--- src/rtl/m_layer_output_acc_pkg.sv ---
// m_layer_output_acc_pkg: shared map-word width, accumulator default, phase encoding and 16-bit saturation
package m_layer_output_acc_pkg;
  localparam int PSUM_W = 16;
  localparam int ACC_W_DEF = 24;
  typedef enum logic [1:0] {LOAD, ACCUM, EMIT} acc_state_e;
  function automatic logic signed [PSUM_W-1:0] sat16(input logic signed [31:0] v);
    return v > 32'sd32767 ? 16'sh7fff : v < -32'sd32768 ? 16'sh8000 : v[PSUM_W-1:0];
  endfunction
endpackage

--- src/rtl/m_layer_output_acc_ram.sv ---
// m_acc_ram: DEPTH x W accumulator store, async read / sync write; ports clk_in, i_we, i_waddr, i_wdata, i_raddr, o_rdata
module m_acc_ram #(
  parameter int DEPTH = 36,
  parameter int W = 24,
  parameter int AW = 6
) (
  input  logic          clk_in,
  input  logic          i_we,
  input  logic [AW-1:0] i_waddr,
  input  logic [W-1:0]  i_wdata,
  input  logic [AW-1:0] i_raddr,
  output logic [W-1:0]  o_rdata
);
  logic [W-1:0] r_mem [DEPTH];
  always_ff @(posedge clk_in)
    if (i_we) r_mem[i_waddr] <= i_wdata;
  assign o_rdata = r_mem[i_raddr];
endmodule

--- src/rtl/m_layer_output_acc.sv ---
// m_layer_output_acc: accumulates per-loop psums, adds bias, ReLU + sat16; ports clk_in, rst_n, psum_in/psum_valid, bias -> map_out/wr, frame_done, busy
module m_layer_output_acc
  import m_layer_output_acc_pkg::*;
#(
  parameter int NUM_OUT = 36,
  parameter int NUM_LOOP = 120,
  parameter int ACC_W = ACC_W_DEF
) (
  input  logic                     clk_in,
  input  logic                     rst_n,
  input  logic signed [PSUM_W-1:0] psum_in,
  input  logic                     psum_valid,
  input  logic signed [PSUM_W-1:0] bias,
  output logic signed [PSUM_W-1:0] map_out,
  output logic                     wr,
  output logic                     frame_done,
  output logic                     busy
);
  localparam int IW = NUM_OUT > 1 ? $clog2(NUM_OUT) : 1;
  localparam int LW = NUM_LOOP > 1 ? $clog2(NUM_LOOP) : 1;
  localparam logic [IW-1:0] IDX_LAST = IW'(NUM_OUT - 1);
  localparam logic [LW-1:0] LOOP_LAST = LW'(NUM_LOOP - 1);
  localparam logic signed [ACC_W-1:0] ACC_MAX = {1'b0, {(ACC_W-1){1'b1}}};
  localparam logic signed [ACC_W-1:0] ACC_MIN = {1'b1, {(ACC_W-1){1'b0}}};
  logic [IW-1:0] r_idx;
  logic [LW-1:0] r_loop;
  logic signed [ACC_W-1:0] w_rd, w_base, w_acc_sat, w_wdata;
  logic signed [ACC_W:0] w_acc_sum;
  logic signed [ACC_W+1:0] w_sum;
  logic signed [PSUM_W-1:0] w_y;
  acc_state_e w_state;
  logic w_we;
  m_acc_ram #(.DEPTH(NUM_OUT), .W(ACC_W), .AW(IW)) u_ram (
    .clk_in (clk_in),
    .i_we   (w_we),
    .i_waddr(r_idx),
    .i_wdata(w_wdata),
    .i_raddr(r_idx),
    .o_rdata(w_rd)
  );
  // EMIT wins over LOAD so a single-loop frame emits with an empty accumulator
  always_comb begin
    w_state = r_loop == LOOP_LAST ? EMIT : r_loop == '0 ? LOAD : ACCUM;
    w_acc_sum = (ACC_W+1)'(w_rd) + (ACC_W+1)'(psum_in);
    w_acc_sat = w_acc_sum[ACC_W] != w_acc_sum[ACC_W-1] ? (w_acc_sum[ACC_W] ? ACC_MIN : ACC_MAX) : w_acc_sum[ACC_W-1:0];
    w_wdata = w_state == LOAD ? ACC_W'(psum_in) : w_acc_sat;
    w_base = NUM_LOOP == 1 ? '0 : w_rd;
    w_sum = (ACC_W+2)'(w_base) + (ACC_W+2)'(psum_in) + (ACC_W+2)'(bias);
    w_y = w_sum < 0 ? '0 : sat16(32'(w_sum));
    w_we = rst_n && psum_valid && w_state != EMIT;
  end
  always_ff @(posedge clk_in)
    if (!rst_n) begin
      r_idx <= '0;
      r_loop <= '0;
      map_out <= '0;
      wr <= 1'b0;
      frame_done <= 1'b0;
    end else begin
      wr <= psum_valid && w_state == EMIT;
      frame_done <= psum_valid && w_state == EMIT && r_idx == IDX_LAST;
      if (psum_valid) begin
        r_idx <= r_idx == IDX_LAST ? '0 : r_idx + 1'b1;
        if (r_idx == IDX_LAST) r_loop <= r_loop == LOOP_LAST ? '0 : r_loop + 1'b1;
        if (w_state == EMIT) map_out <= w_y;
      end
    end
  assign busy = r_loop != '0 || r_idx != '0;
endmodule

--- config.mk ---
export PLATFORM = sky130hd
export DESIGN_NAME = m_layer_output_acc
export DESIGN_NICKNAME = d
export VERILOG_FILES = /design/src/rtl/m_layer_output_acc_pkg.sv /design/src/rtl/m_layer_output_acc_ram.sv /design/src/rtl/m_layer_output_acc.sv
export SDC_FILE = /design/constraint.sdc
export NUM_CORES = 1
export LEC_CHECK = 0
export ABC_CLOCK_PERIOD_IN_PS = 5700
export CAP_MARGIN = 20
export CORE_MARGIN = 2
export CORE_UTILIZATION = 59
export CTS_BUF_LIST = sky130_fd_sc_hd__clkbuf_8
export CTS_CLUSTER_SIZE = 24
export DETAILED_ROUTE_END_ITERATION = 7
export MAX_ROUTING_LAYER = met4
export PLACE_DENSITY = 0.86
export RECOVER_POWER = 25
export SYNTH_ARGS = -nofsm -noshare
export SYNTH_HDL_FRONTEND = slang
export SYNTH_HIERARCHICAL = 1
export SYNTH_SLANG_ARGS = --single-unit
--- constraint.sdc ---
create_clock -name clk_in -period 5.7 [get_ports clk_in]
set_input_delay 0.855 -clock clk_in [delete_from_list [all_inputs] [get_ports clk_in]]
set_output_delay 0.855 -clock clk_in [all_outputs]
set_load 0.03 [all_outputs]
### Word-level counts from Yosys, hierarchy flattened

Memory sizes are Yosys's and may differ from the RTL's. A register that Yosys moved wholly into a read port is not among the register bits.
Cells that the tools add are included.

* add/subtract/negate cells: 5
* magnitude comparators: 3
* equal/unequal tests: 5
* multiplexer cells: 14
* reductions and logical operators: 11

Operators with widths (count)
* $mux 24: 3
* $add 24x16->25: 2
* $mux 16: 3
* $add 25x16->26: 1
* $gt 26x16->1 const B: 1
* $lt 26x1->1 const B: 1
* $lt 26x16->1 const B: 1
* $mux 6: 3
* $add 7x1->7 const B: 1
* $eq 7x7->1 const B: 1
* $logic_not 7->1: 1
* $mux 7: 1
* $reduce_bool 7->1: 1
* $add 6x1->6 const B: 1
* $eq 6x6->1 const B: 1
* $reduce_bool 6->1: 1
* $logic_and 1x1->1: 4
* $reduce_and 2->1: 2
* $mux 1: 3
* $eq 2x2->1 const B: 1
* $logic_not 2->1: 1
* $mux 2: 1
* $ne 2x2->1 const B: 1
* $logic_or 1x1->1: 1
* $ne 1x1->1: 1

* register bits after elaboration: 31
* memory bits (writable): 864
* input bits: 35
* word-level logic and storage cells: 44
* memories: 1

Memories
* u_ram.r_mem: words 36, bits a word 24, rd ports 1, clocked after memory_dff 1, write ports 1, line m_layer_output_acc_ram.sv:14 `logic [W-1:0] r_mem [DEPTH];`

### Depth between registers and ports, before layout

Gate-level depths: netlist of the first run.

* depth in word-level cells: 7
* gate-level depth with buffers: 21
* gate-level depth less buffers: 16

### Hierarchy

Netlist of the first run, hierarchy kept.

By module, submodules not included
* m_acc_ram: times used 1, cells each 1752, area each 33940.1 um2
* m_layer_output_acc: times used 1, cells each 598, area each 4837.1 um2

### Least setup slack after synthesis of the first run

No wires, ideal clock.

* path kind: register to register
* from: register, netlist name r_idx[1]
* to: memory u_ram.r_mem[0][9] (data pin)
* library setup time: 421 ps
* arrival: 5086 ps
* path slack: 192 ps
* stages on the path, launching flop included: 21
* path buffers: 4
* cells stage by stage: dfxtp_1 buf_6 nor2b_1 clkbuf_1 clkbuf_1 a22o_1 a221oi_1 o22ai_1 o41ai_2 ha_1 inv_1 fa_1 nor2b_1 o2111ai_1 a211oi_1 o21ai_0 a21boi_0 mux2_2 buf_4 inv_1 a31oi_1

RTL lines (line)
* end, declared: m_layer_output_acc_ram.sv:14

==> impl_results.md, run 1 <==
- Outcome: finished, violations left
- Failing checks: capacitance limit, slew limit
- Hold Vio Cnt, Final: 0
- CTS Buffer Depth: 3
- WP data required: 6160 ps
- Cell type with the highest aggregate area in the netlist: edfxtp_1
- Share of cells above drive strength 1: 0.188
- Vias per cell: around 6.6
- Initial antenna violation count: 0
- Clock Skew: between 40 and 50 ps
- Async S/R FF share, synth: 0
- H-Tree Depth: 4
- Most frequent cell after synthesis: edfxtp_1
- CTS tree: done
- Synth Warn #: 6
- CP max FO: 36
- Prevailing post-synth register cell: edfxtp_1
- Top post-synthesis cells by area: edfxtp_1 (67%), mux2i_1 (9.9%), a22oi_1 (1.9%)
- Fin area: between 40000 and 50000 µm²
- Internal: ~11 mW
- Syn Area/Cell: around 17 µm²
- CP arrival: slightly below 6000 ps
- Root buffer cell: clkbuf_8
- Max IR drop VDD: 369 µV
- Reg power frac: 0.505
- Routed WL per cell: 27.7 µm
- Core ar.: 64700 µm²
- Clock power share: 0.331
- Reg2reg end: u_ram/r_mem[15][12]
- Routed WL: about 98 mm
- Core Util, Final: 0.678
- First-pass GRT wire length: approximately 140 mm
- Logic gate share of total power: 0.164
- Yosys top cell area share: 0.669
- Switching part of the total power: 0.264
- Slew @ Worst Pin: ~2400 ps
- Die Ht: roughly 260 µm
- Minimum clock period: about 5500 ps
- Min-delay worst type: register to register
- Psw: ~3.8 mW
- Initial Util: 0.599
- Post-synth EDFFs: roughly 860
- CTS Sinks: about 900
- Setup slack, reg-to-reg: a little under 200 ps
- Number of global-route vias before repair: approximately 23000
- Cell row count: 93
- Final ANT Viol Nets: 0
- Yosys cell types: 80
- IO Port Bufs: 53
- Hold Crit Start: map_out[15]
- Largest net degree at the start of global routing: 59
- Post-synthesis register bit count: ~900
- P per Cell Area: 327 nW/µm²
- Reg2Reg Launch Point: r_idx[1]
- CP endpoint kind: register
- Fin crit share: 0.966
- CTS Buf Count: roughly 130
- Final count of negative-setup-slack endpoints: 0
- Worst Setup SP: r_idx[1]
- # hold bufs at CTS: 0
- Grt total ovfl: 0
- Overall Global Routing Usage: 0.298
- Final HPWL DP: 59.9 mm
- DRT Pass-1 Iters: 7
- Leak: roughly 15 nW
- Cell area after synthesis: a little under 40000 µm²
- DRC viols: 0
- Crit Path Class: register to register
- Seq/Total Area, Yosys: 0.685
- Area Growth Syn to Fin: 13.2%
- Worst reg-to-reg path cell count: 18
- Diode count: 0
- Startpoint Class: register
- Syn Inst Count: about 2400
- Fin Setup TNS: 0 ps
- Die ar.: around 68000 µm²
- Final Slew Violations: 450
- Detailed Route Iter0 Violations: 2796
- Clk_lat worst skew: approximately 800 ps
- Max Fclk: 182 MHz
- Top Ports: 54
- Max-cap violations: 18
- Post-Place Cells: ~3300
- Leading cell types by count after synthesis: edfxtp_1 (864), mux2i_1 (385), a21oi_1 (141), a22oi_1 (96), nor2_1 (84)
- Slew headroom: -0.569
- Net Count, Synth: about 2500
- Clk pin slew, worst setup/hold paths: roughly 60 ps
- Setup crit end: u_ram/r_mem[15][12]
- Vias: roughly 23000
- # nets final: around 2700
- Post-route insts no fill: 3543
- Chip width: ~260 µm
- Cell Area, Placed: around 41000 µm²
- Gpl congestion: between 0.9 and 1
==> worst min path at each step <==
stage	end	slack, ps	cells after the start
after detailed placement	map_out[15]	470	1
after global routing	map_out[15]	500	1
after floorplan	r_loop[1]	470	2
final	map_out[15]	480	1
after global placement	map_out[15]	440	1
after CTS	map_out[15]	490	1
==> cells in the final DEF, fill, tap and decap left out, types with 24 or more instances in the layout <==
cell | Yosys | layout
clkdlybuf4s50_1 | 0 | 35
o41ai_2 | 25 | 25
fa_1 | 26 | 26
a21oi_1 | 141 | 121
inv_1 | 19 | 61
dfxtp_1 | 31 | 28
edfxtp_1 | 864 | 864
nor2_2 | 0 | 27
clkinv_1 | 1 | 35
mux2i_1 | 385 | 385
a22oi_1 | 96 | 96
mux4_2 | 24 | 24
ha_1 | 52 | 52
clkbuf_8 | 0 | 140
a22o_1 | 48 | 48
nand2_1 | 70 | 70
nor2_1 | 84 | 56
buf_12 | 3 | 30
o21ai_0 | 25 | 24
o22ai_1 | 27 | 25
a221oi_2 | 34 | 34
buf_4 | 24 | 124
==> timing repair <==
| action | 4_1_cts | 5_1_grt |
|---|---|---|
| cloned | 0 | 1 |
| pin swaps | 0 | 1 |
| gates resized for setup | 5 | 6 |
| endpoints found under the setup margin | 154 | 658 |
| buffers inserted | 0 | 3 |
==> cell type report <==
| cell class | instances | area, µm² |
|---|---|---|
| clock buffer | 140 | 1930 |
| multi-input combinational | 1304 | 11600 |
| sequential | 895 | 26600 |
| clock inverter | 99 | 485 |
| timing repair buffer | 230 | 2190 |
| tap | 855 | 1070 |
| inverter | 20 | 75.1 |
| fill | 4129 | 20800 |
==> cell families (layout without fill, tap and decap cells) <==
kind of cell	Yosys count	count (layout)	synth area share
adder cells (fa/ha/maj)	78	78	0.0302
flip-flops	895	895	0.685
AO/OA/AOI/OAI	520	521	0.106
AND/OR/NAND/NOR	253	253	0.0321
buffers and inverters	152	489	0.0233
multiplexers	411	411	0.114
XOR/XNOR	41	41	0.00945
==> power groups by stage <==
stage	logic, mW	registers [mW]	clock network, mW
2_1_floorplan	1.60	7.40	0
3_3_place_gp	2.21	7.40	0
3_5_place_dp	2.27	7.40	0
4_1_cts	2.29	7.26	4.83
5_1_grt	2.53	7.26	5.10
6_report	2.35	7.26	4.76
==> critical path: stages (launching register included) <==
cell	delay (ps)
dfxtp_2	490
nor2b_4	390
buf_4	410
buf_4	270
a221oi_1	100
o22ai_1	540
o41ai_2	280
ha_1	280
a21o_1	200
a21oi_1	290
buf_4	170
o211ai_1	90
a21oi_1	250
nand4b_1	170
mux2_2	420
buf_4	230
a31oi_1	220
a21oi_2	80
buf_4	270
==> per-layer routing <==
layer  share of wire  vias to the layer above  GRT usage
li1                -                     9946          -
met1            0.38                    11800      0.383
met2            0.48                     1446      0.465
met3           0.094                      259     0.0515
met4           0.046                        0      0.145
met5               0                        -          -
==> per-stage QoR <==
| stage | worst slack, ps | hold slack, ps | power (mW) |
|---|---|---|---|
| floorplan | 192 | 474 | 9.00 |
| global placement | 103 | 444 | 9.61 |
| detailed placement | -124 | 465 | 9.67 |
| CTS | 74.7 | 486 | 14.4 |
| global route | -3.12 | 499 | 14.9 |
| finish | 192 | 483 | 14.4 |
==> flip-flops by register name (all words and copies together) (netlist names) <==
| name | cells |
|---|---|
| r_idx | 6 |
| u_ram/r_mem | 864 |
| r_loop | 7 |
| map_out | 16 |
| wr | 1 |
| frame_done | 1 |
Note: power is estimated with default switching activity, not from simulation.
==> run 2: changes to the inputs <==
--- a/config.mk
+++ b/config.mk
@@ -15,6 +15,7 @@
 export MAX_ROUTING_LAYER = met4
 export PLACE_DENSITY = 0.86
 export RECOVER_POWER = 25
+export REMOVE_ABC_BUFFERS = 1
 export SYNTH_ARGS = -nofsm -noshare
 export SYNTH_HDL_FRONTEND = slang
 export SYNTH_HIERARCHICAL = 1
==> run 2 against run 1 <==
  * The run still ends with capacitance limit, slew limit left
  * Sequential cell count unchanged
  * Combinational power decreased by 3%
  * Global-route usage decreased by 0.37 points
  * Core utilization decreased by 0.17 points
  * Via count decreased by 1.1%
  * Maximum frequency increased by 0.16%
  * Sequential power about the same
  * Critical path type unchanged
  * Critical endpoint is now map_out[2]
  * Power about the same
  * Routed wire length decreased by 2.0%
==> impl_results.md, run 2 (synthesis gave the netlist of run 1 again) <==
- Outcome: finished, violations left
- Failing checks: capacitance limit, slew limit
- Largest net degree at the start of global routing: between 80 and 90
- Final ANT Viol Nets: 0
- Regs by FF count: u_ram/r_mem (864), map_out (16), r_loop (7)
- Chip width: roughly 260 µm
- Slew @ Worst Pin: around 2300 ps
- Clk pin slew, worst setup/hold paths: 70 ps
- CP endpoint kind: register
- Reg2Reg Launch Point: r_idx[2]
- Worst-path cell chain: and2_4 -> a22o_1 -> a221oi_1 -> o22ai_1 -> o41ai_2 -> fa_1 -> ha_1 -> fa_1 -> a211oi_2 -> o21ai_2 -> o2111ai_2 -> a31oi_1 -> o21a_1 -> o41ai_2 -> and4_1 -> buf_12 -> a41oi_1
- IO Port Bufs: 53
- Leak: around 15 nW
- Fin crit share: 0.965
- Startpoint Class: register
- Final count of negative-setup-slack endpoints: 0
- Final HPWL DP: slightly below 60 mm
- Hold Vio Cnt, Final: 0
- Clk_lat worst skew: about 830 ps
- Clock Skew: approximately 57 ps
- Cell row count: 93
- First-pass GRT wire length: roughly 140 mm
- Post-route insts no fill: roughly 3500
- Number of global-route vias before repair: about 23000
- CP max FO: 22
- Worst reg-to-reg path cell count: 17
- Max reg flops: 864
- Routed WL: about 96 mm
- Filler cell count: ~4100
- Hold Crit Start: map_out[15]
- Worst hold endpoint: map_out[15]
- Detailed Route Iter0 Violations: 2714
- Die ar.: slightly below 70000 µm²
- Max Fclk: between 150 and 200 MHz
- Slowest CP cell: o41ai_2
- FF+latch area: approximately 27000 µm²
- Post-Place Cells: 3260
- Largest Register: u_ram/r_mem
- CTS Buffer Depth: 3
- Die Ht: roughly 260 µm
- Max incr delay on CP: 660 ps
- Setup slack, reg-to-reg: between 200 and 250 ps
- CP arrival: ~6000 ps
- # nets final: roughly 2700
- Final Slew Violations: 500
- DRC viols: 0
- Fin Setup TNS: 0 ps
- Slew headroom: -0.552
- Grt total ovfl: 0
- Setup WS pre-CTS: between 30 and 40 ps
- Max IR drop VDD: about 250 µV
- Core ar.: 64700 µm²
- P per Cell Area: approximately 330 nW/µm²
- Highest-count cells in the layout ignoring fill and taps: edfxtp_1 (864), mux2i_1 (385), clkbuf_8 (139)
- Minimum clock period: around 5500 ps
- Vias: between 20000 and 25000
- Area Growth Syn to Fin: 12.9%
- Commonest non-fill, non-tap cell in the layout: edfxtp_1
- CTS tree: done
- Root buffer cell: clkbuf_8
- Crit Path Class: register to register
- Share of cells above drive strength 1: 0.177
- H-Tree Depth: 4
- WP data required: about 6300 ps
- Hold Crit Depth: 1
- # hold bufs at CTS: 0
- Worst setup margin: between 200 and 250 ps
- Vias per cell: around 6.6
- CTS Sinks: roughly 900
- Initial Util: 0.599
- Min-delay worst type: register to register
- CTS Buf Count: between 100 and 150
- Gpl congestion: 0.888
- Overall Global Routing Usage: 0.295
- Top Ports: 54
- Reg2reg end: map_out[2]
- Initial antenna violation count: 1
- Max-cap violations: 21
- DRT Pass-1 Iters: 6
- Routed WL per cell: around 27 µm
- Area of the multi-input gates: roughly 12000 µm²
==> run 2: routing by layer <==
| layer | global-route usage | share of wire |
|---|---|---|
| met4 | 0.117 | 0.040 |
| met1 | 0.381 | 0.37 |
| met3 | 0.0624 | 0.11 |
| met5 | - | 0 |
| met2 | 0.460 | 0.48 |
==> run 2: power breakdown <==
part / internal [mW] / switching, mW
Combinational: 0.916 / 1.37
Clock: 2.36 / 2.48
Sequential: 7.25 / 0.0107
==> run 2: worst max-delay path: cells and delay by family (launching register included) <==
| family | cells | cell delay [ps] |
|---|---|---|
| flip-flops | 1 | 420 |
| buffers and inverters | 1 | 160 |
| AO/OA/AOI/OAI | 11 | 2860 |
| adder cells (fa/ha/maj) | 3 | 1260 |
| AND/OR/NAND/NOR | 2 | 590 |
==> run 2: area by class of cell <==
class                   count  share of cell area
clock buffers             139              0.0437
inverters                  20             0.00171
multi-input cells        1303               0.264
diodes                      1           0.0000571
repair buffers            194              0.0469
flip-flops and latches    895               0.607
well taps                 855              0.0244
clock inverters            97              0.0125
==> run 2: repair_timing <==
item,CTS,global route
gates cloned,0,1
hold endpoints to repair,0,0
resized for setup,1,7
buffers inserted,0,6
endpoints found under the setup margin,3,843
pin swaps,0,0
==> run 2: how the worst max path moves through the flow <==
| stage | startpoint | slack [ps] | cells past startpoint | end |
|---|---|---|---|---|
| 2_1_floorplan | r_idx[0] | -13470 | 15 | u_ram/r_mem[0][9] |
| 3_3_place_gp | r_idx[0] | 130 | 18 | u_ram/r_mem[16][3] |
| 3_5_place_dp | r_idx[0] | 30 | 18 | u_ram/r_mem[16][0] |
| 4_1_cts | r_idx[0] | 5 | 17 | map_out[3] |
| 5_1_grt | r_idx[0] | -30 | 18 | map_out[3] |
| 6_report | r_idx[2] | 200 | 17 | map_out[2] |
==> run 2: through the flow <==
step | hold slack, ps | total power [mW] | cell area (µm²) | util
2_1_floorplan | 474 | 9.38 | 38000 | -
3_3_place_gp | 447 | 9.56 | 41300 | 0.638
3_5_place_dp | 451 | 9.61 | 41300 | 0.638
4_1_cts | 470 | 14.4 | 43700 | 0.676
5_1_grt | 485 | 14.9 | 43800 | 0.677
6_report | 463 | 14.4 | 43800 | 0.677
